<file path="src/rtl/text_console_buffer.sv">
// Screen character store between the UART byte stream and the VGA text generator.
// Handles printable bytes, CR/LF/BS/FF and scrolls by rotating a physical row offset.
module text_console_buffer #(
  parameter int          COLS  = 32,
  parameter int          ROWS  = 4,
  parameter logic [7:0]  BLANK = 8'h20,
  localparam int         CW    = $clog2(COLS),
  localparam int         RW    = $clog2(ROWS)
) (
  input  logic          clk,
  input  logic          reset,
  input  logic [7:0]    in_data,
  input  logic          in_valid,
  output logic          in_ready,
  input  logic [RW-1:0] rd_row,
  input  logic [CW-1:0] rd_col,
  output logic [7:0]    rd_char,
  output logic [RW-1:0] cur_row,
  output logic [CW-1:0] cur_col,
  output logic [RW-1:0] top_row,
  output logic [1:0]    dbg_state
);

  // Handshake: a byte transfers on every rising edge where in_valid and in_ready are
  // both high; in_ready depends only on the FSM state, never on in_valid.

  typedef enum logic [1:0] {
    CLR_ALL  = 2'd0,
    IDLE     = 2'd1,
    CLR_LINE = 2'd2
  } state_e;

  localparam int              AW      = RW + CW;
  localparam int              DEPTH   = ROWS << CW;
  localparam logic [CW-1:0]   COL_MAX = CW'(COLS - 1);
  localparam logic [RW-1:0]   ROW_MAX = RW'(ROWS - 1);
  localparam logic [7:0]      CH_BS   = 8'h08;
  localparam logic [7:0]      CH_LF   = 8'h0A;
  localparam logic [7:0]      CH_FF   = 8'h0C;
  localparam logic [7:0]      CH_CR   = 8'h0D;

  state_e        state_q;
  logic          ready_q;
  logic [RW-1:0] cur_row_q;
  logic [CW-1:0] cur_col_q;
  logic [RW-1:0] top_row_q;
  logic [RW-1:0] clr_row_q;
  logic [CW-1:0] clr_col_q;
  logic [7:0]    rd_char_q;

  // Cells are addressed as {physical row, column}; columns past COLS-1 stay unused.
  logic [7:0]    mem_q [0:DEPTH-1];

  logic          accept;
  logic          is_print;
  logic          nl_req;
  logic [RW-1:0] cur_phys_row;
  logic [RW-1:0] rd_phys_row;
  logic          wr_en_d;
  logic [AW-1:0] wr_addr_d;
  logic [7:0]    wr_data_d;

  assign accept       = ready_q & in_valid;
  assign is_print     = (in_data >= 8'h20) && (in_data <= 8'h7E);
  assign nl_req       = accept & ((in_data == CH_LF) | (is_print & (cur_col_q == COL_MAX)));
  assign cur_phys_row = cur_row_q + top_row_q;
  assign rd_phys_row  = rd_row + top_row_q;

  always_comb begin
    wr_en_d   = 1'b0;
    wr_addr_d = {clr_row_q, clr_col_q};
    wr_data_d = BLANK;
    case (state_q)
      CLR_ALL, CLR_LINE: wr_en_d = 1'b1;
      IDLE: begin
        if (accept) begin
          if (is_print) begin
            wr_en_d   = 1'b1;
            wr_addr_d = {cur_phys_row, cur_col_q};
            wr_data_d = in_data;
          end else if ((in_data == CH_BS) && (cur_col_q != '0)) begin
            wr_en_d   = 1'b1;
            wr_addr_d = {cur_phys_row, cur_col_q - CW'(1)};
          end
        end
      end
      default: ;
    endcase
  end

  always_ff @(posedge clk) begin
    if (wr_en_d) mem_q[wr_addr_d] <= wr_data_d;
  end

  // Non-blocking write above gives read-before-write on a same-cell collision.
  always_ff @(posedge clk or posedge reset) begin
    if (reset) rd_char_q <= 8'h00;
    else       rd_char_q <= mem_q[{rd_phys_row, rd_col}];
  end

  always_ff @(posedge clk or posedge reset) begin
    if (reset) begin
      state_q   <= CLR_ALL;
      ready_q   <= 1'b0;
      cur_row_q <= '0;
      cur_col_q <= '0;
      top_row_q <= '0;
      clr_row_q <= '0;
      clr_col_q <= '0;
    end else begin
      case (state_q)
        CLR_ALL: begin
          if (clr_col_q == COL_MAX) begin
            clr_col_q <= '0;
            if (clr_row_q == ROW_MAX) begin
              clr_row_q <= '0;
              state_q   <= IDLE;
              ready_q   <= 1'b1;
            end else begin
              clr_row_q <= clr_row_q + RW'(1);
            end
          end else begin
            clr_col_q <= clr_col_q + CW'(1);
          end
        end
        CLR_LINE: begin
          if (clr_col_q == COL_MAX) begin
            clr_col_q <= '0;
            state_q   <= IDLE;
            ready_q   <= 1'b1;
          end else begin
            clr_col_q <= clr_col_q + CW'(1);
          end
        end
        IDLE: begin
          if (accept) begin
            if (is_print) begin
              if (cur_col_q < COL_MAX) cur_col_q <= cur_col_q + CW'(1);
              else                     cur_col_q <= '0;
            end else if (in_data == CH_CR) begin
              cur_col_q <= '0;
            end else if (in_data == CH_BS) begin
              if (cur_col_q != '0) cur_col_q <= cur_col_q - CW'(1);
            end else if (in_data == CH_FF) begin
              cur_row_q <= '0;
              cur_col_q <= '0;
              top_row_q <= '0;
              clr_row_q <= '0;
              clr_col_q <= '0;
              state_q   <= CLR_ALL;
              ready_q   <= 1'b0;
            end
            // On the bottom row, the old logical row 0 becomes the new bottom and is blanked.
            if (nl_req) begin
              if (cur_row_q < ROW_MAX) begin
                cur_row_q <= cur_row_q + RW'(1);
              end else begin
                top_row_q <= top_row_q + RW'(1);
                clr_row_q <= top_row_q;
                clr_col_q <= '0;
                state_q   <= CLR_LINE;
                ready_q   <= 1'b0;
              end
            end
          end
        end
        default: begin
          state_q <= CLR_ALL;
          ready_q <= 1'b0;
        end
      endcase
    end
  end

  assign in_ready  = ready_q;
  assign rd_char   = rd_char_q;
  assign cur_row   = cur_row_q;
  assign cur_col   = cur_col_q;
  assign top_row   = top_row_q;
  assign dbg_state = state_q;

endmodule

</file>
<file path="config.mk">
export PLATFORM = sky130hd
export DESIGN_NAME = text_console_buffer
export DESIGN_NICKNAME = d
export VERILOG_FILES = /design/src/rtl/text_console_buffer.sv
export SDC_FILE = /design/constraint.sdc
export NUM_CORES = 1
export LEC_CHECK = 0
export ABC_AREA = 1
export CORE_UTILIZATION = 30
export CTS_CLUSTER_DIAMETER = 40
export CTS_CLUSTER_SIZE = 20
export DETAILED_ROUTE_END_ITERATION = 6
export SLEW_MARGIN = 20
export SYNTH_ARGS = -nofsm -noshare
export SYNTH_HDL_FRONTEND = slang
export SYNTH_SLANG_ARGS = --single-unit
export TNS_END_PERCENT = 30
</file>
<file path="constraint.sdc">
create_clock -name clk -period 26.5 [get_ports clk]
set_input_delay 5.3 -clock clk [delete_from_list [all_inputs] [get_ports clk]]
set_output_delay 5.3 -clock clk [all_outputs]
set_load 0.005 [all_outputs]
</file>
==> flow_summary.json <==
{
  "status": "complete, no violations",
  "htree_num_levels": 4,
  "place_hpwl_mm": 66.2,
  "hold_path_depth": 2,
  "fp.dieW_um": 384,
  "cts_tree": "built",
  "via_count": 29000,
  "required_ps": 26840,
  "port_buffers": 37,
  "max_freq_mhz": 117,
  "first_pass_iters": 5,
  "clock_latency_ps": 740,
  "start_util_pct": 30.3,
  "grt_setup_unrepaired": "false",
  "track_usage_pct": 15.6,
  "critPathCaptureType": "register",
  "hold_end": "clr_col_q[3]",
  "yosysWarnings": 0,
  "holdCritStartpoint": "clr_col_q[3]",
  "slew_headroom_pct": 26.1,
  "ff2ff_setup_slack_ps": 22480,
  "period_minus_slack_ps": 8510,
  "rows": 139,
  "ys_seq_elements": 1051,
  "start_kind": "primary input",
  "drcViolationCount": 0,
  "netlist_area_um2": 43800,
  "globalplace.congestion": 0.833,
  "cp.arrival_ps": 8850,
  "critical_path_class": "in -> reg",
  "tightest_slew_ps": 1110,
  "finClkSkew_ps": 24.7,
  "worstRegToRegCells": 11,
  "layout_common_cells": "nand2_1, edfxtp_1, nand3_1, nor2_1, clkbuf_16",
  "dieHeight_um": 384,
  "drt-initial-drc-count": 3021,
  "drv_cap": 0,
  "drive_gt1_share_pct": 8.63,
  "r2r-start": "cur_col[0]",
  "async_flop_share_pct": 2.57,
  "final_nets": 3975,
  "grt_pass1_wl_mm": 174,
  "seq_area_frac_synth_pct": 71.8,
  "synthCells": 3842,
  "clk_path_buf_depth": 3,
  "avgSynthCellArea_um2": 11.4,
  "grt_pass1_vias": 28000,
  "ir_drop_mv": 0.0477,
  "cts_setup_buffers": 0,
  "ant_nets": 0,
  "synth_edf_count": 1024,
  "hp-class": "reg -> reg",
  "pwr_density_cell_nw_per_um2": 74.6,
  "core_area_um2": 144000,
  "layout_setup_ws_ps": 17990,
  "reg2reg_to": "mem_q[2][2]",
  "ctsHoldBuffers": 0,
  "final_common_cell": "nand2_1",
  "cts_root_buf": "clkbuf_16",
  "ios": 38,
  "synthToLayoutAreaGrowth_pct": 16.2,
  "grt_max_degree": 204,
  "critical_path.max_fanout": 16,
  "cts_resized": 0,
  "die_area_um2": 147000,
  "clk_pin_slew_worst_paths_ps": 50,
  "viasPerCell": 4.87,
  "wl_per_cell_um": 19.5,
  "fin_tns_setup_ps": 0,
  "p_leak_uw": 0.0179,
  "cts_num_sinks": 1051,
  "totalWireLength_mm": 116,
  "post-place-ws_ps": 17230,
  "hold_violations": 0,
  "yosysUniqueCellTypes": 41,
  "final_max_slew_viol_count": 0,
  "overflow": 0,
  "fin_crit_sh_pct": 32.1,
  "antenna_found_initial": 2,
  "finalSetupViolCount": 0,
  "ys.flop_type": "edfxtp_1",
  "numCtsBuffers": 132
}
## layout make-up
class	count	area [µm²]
fillers	13800	93300
flip-flops and latches	1051	31400
multi-input cells	2630	11600
clock buffers	145	3460
well taps	1903	2380
clock inverters	99	1060
repair buffers	77	688
inverters	55	228
diodes	1	2.50
## routing by layer
| layer | wire length [µm] | track usage, % |
|---|---|---|
| met5 | 13 | 0 |
| met4 | 2870 | 5.11 |
| met3 | 8370 | 2.74 |
| met2 | 55600 | 25.3 |
| met1 | 49500 | 21.0 |
## worst max-delay path by stage
stage | startpoint | to | slack (ps) | cells past startpoint
floorplan | in_valid | mem_q[0][5] | 11300 | 6
global placement | in_data[1] | mem_q[63][1] | 17250 | 13
detailed placement | in_data[1] | mem_q[2][4] | 17230 | 13
CTS | in_data[1] | mem_q[2][6] | 17990 | 13
global route | in_data[1] | mem_q[71][0] | 17850 | 13
finish | in_data[1] | mem_q[2][2] | 17990 | 13
## synth_stat cells, types with 8 or more instances
cell,n,share of area [%]
nand2_2,20,0.29
nand3_1,950,11
dfrtp_1,27,1.5
inv_1,43,0.37
nor2_1,146,1.3
o21ai_0,11,0.13
nand2_1,1295,11
nor2_4,8,0.21
ha_1,10,0.29
buf_2,53,0.61
nand3_2,10,0.23
buf_1,34,0.29
clkbuf_1,135,1.2
inv_2,9,0.077
edfxtp_1,1024,70
nor3_1,8,0.092
## flip-flops by register name, summed over array words and instances (netlist names)
name,cells
cur_col,5
cur_row,2
in_ready,1
rd_char,8
dbg_state,2
top_row,2
mem_q,1024
clr_col_q,5
clr_row_q,2
## logic make-up after synthesis
group	synth area share [%]
adders and majority gates	0.286
and+or+nand+nor	24.5
buffers and inverters	2.81
xor gates and xnor gates	0.200
other	0.00857
AOI/OAI and AO/OA	0.418
DFF	71.8
## report_power, final
group	total (µW)	leakage [µW]	internal, µW	switching, µW
Sequential	1810	0.00799	1800	4.35
Clock	1810	0.00215	1060	746
Combinational	179	0.00773	50.5	129
## worst max-delay path, stage by stage
cell and delay (ps):
clkdlybuf4s50_1 600, nand2_1 90, nor2_1 120, nand2_2 90, nand3_4 200, nand2_4 120
nand2_8 150, nand2_2 80, nand2_2 120, nand2_1 60, clkinv_1 90, nand3_2 730
nor2_1 1030
## through the flow
stage	hold slack, ps	std cells	power (µW)	cell area, µm²	utilization (%)
after floorplan	442	3969	1950	44200	-
after global placement	460	5716	2020	46300	32.1
after global routing	519	5960	3900	50900	35.3
final	495	5961	3790	50900	35.3
after CTS	493	5960	3820	50800	35.3
after detailed placement	480	5716	2020	46300	32.1
(Power assumes the default switching activity.)
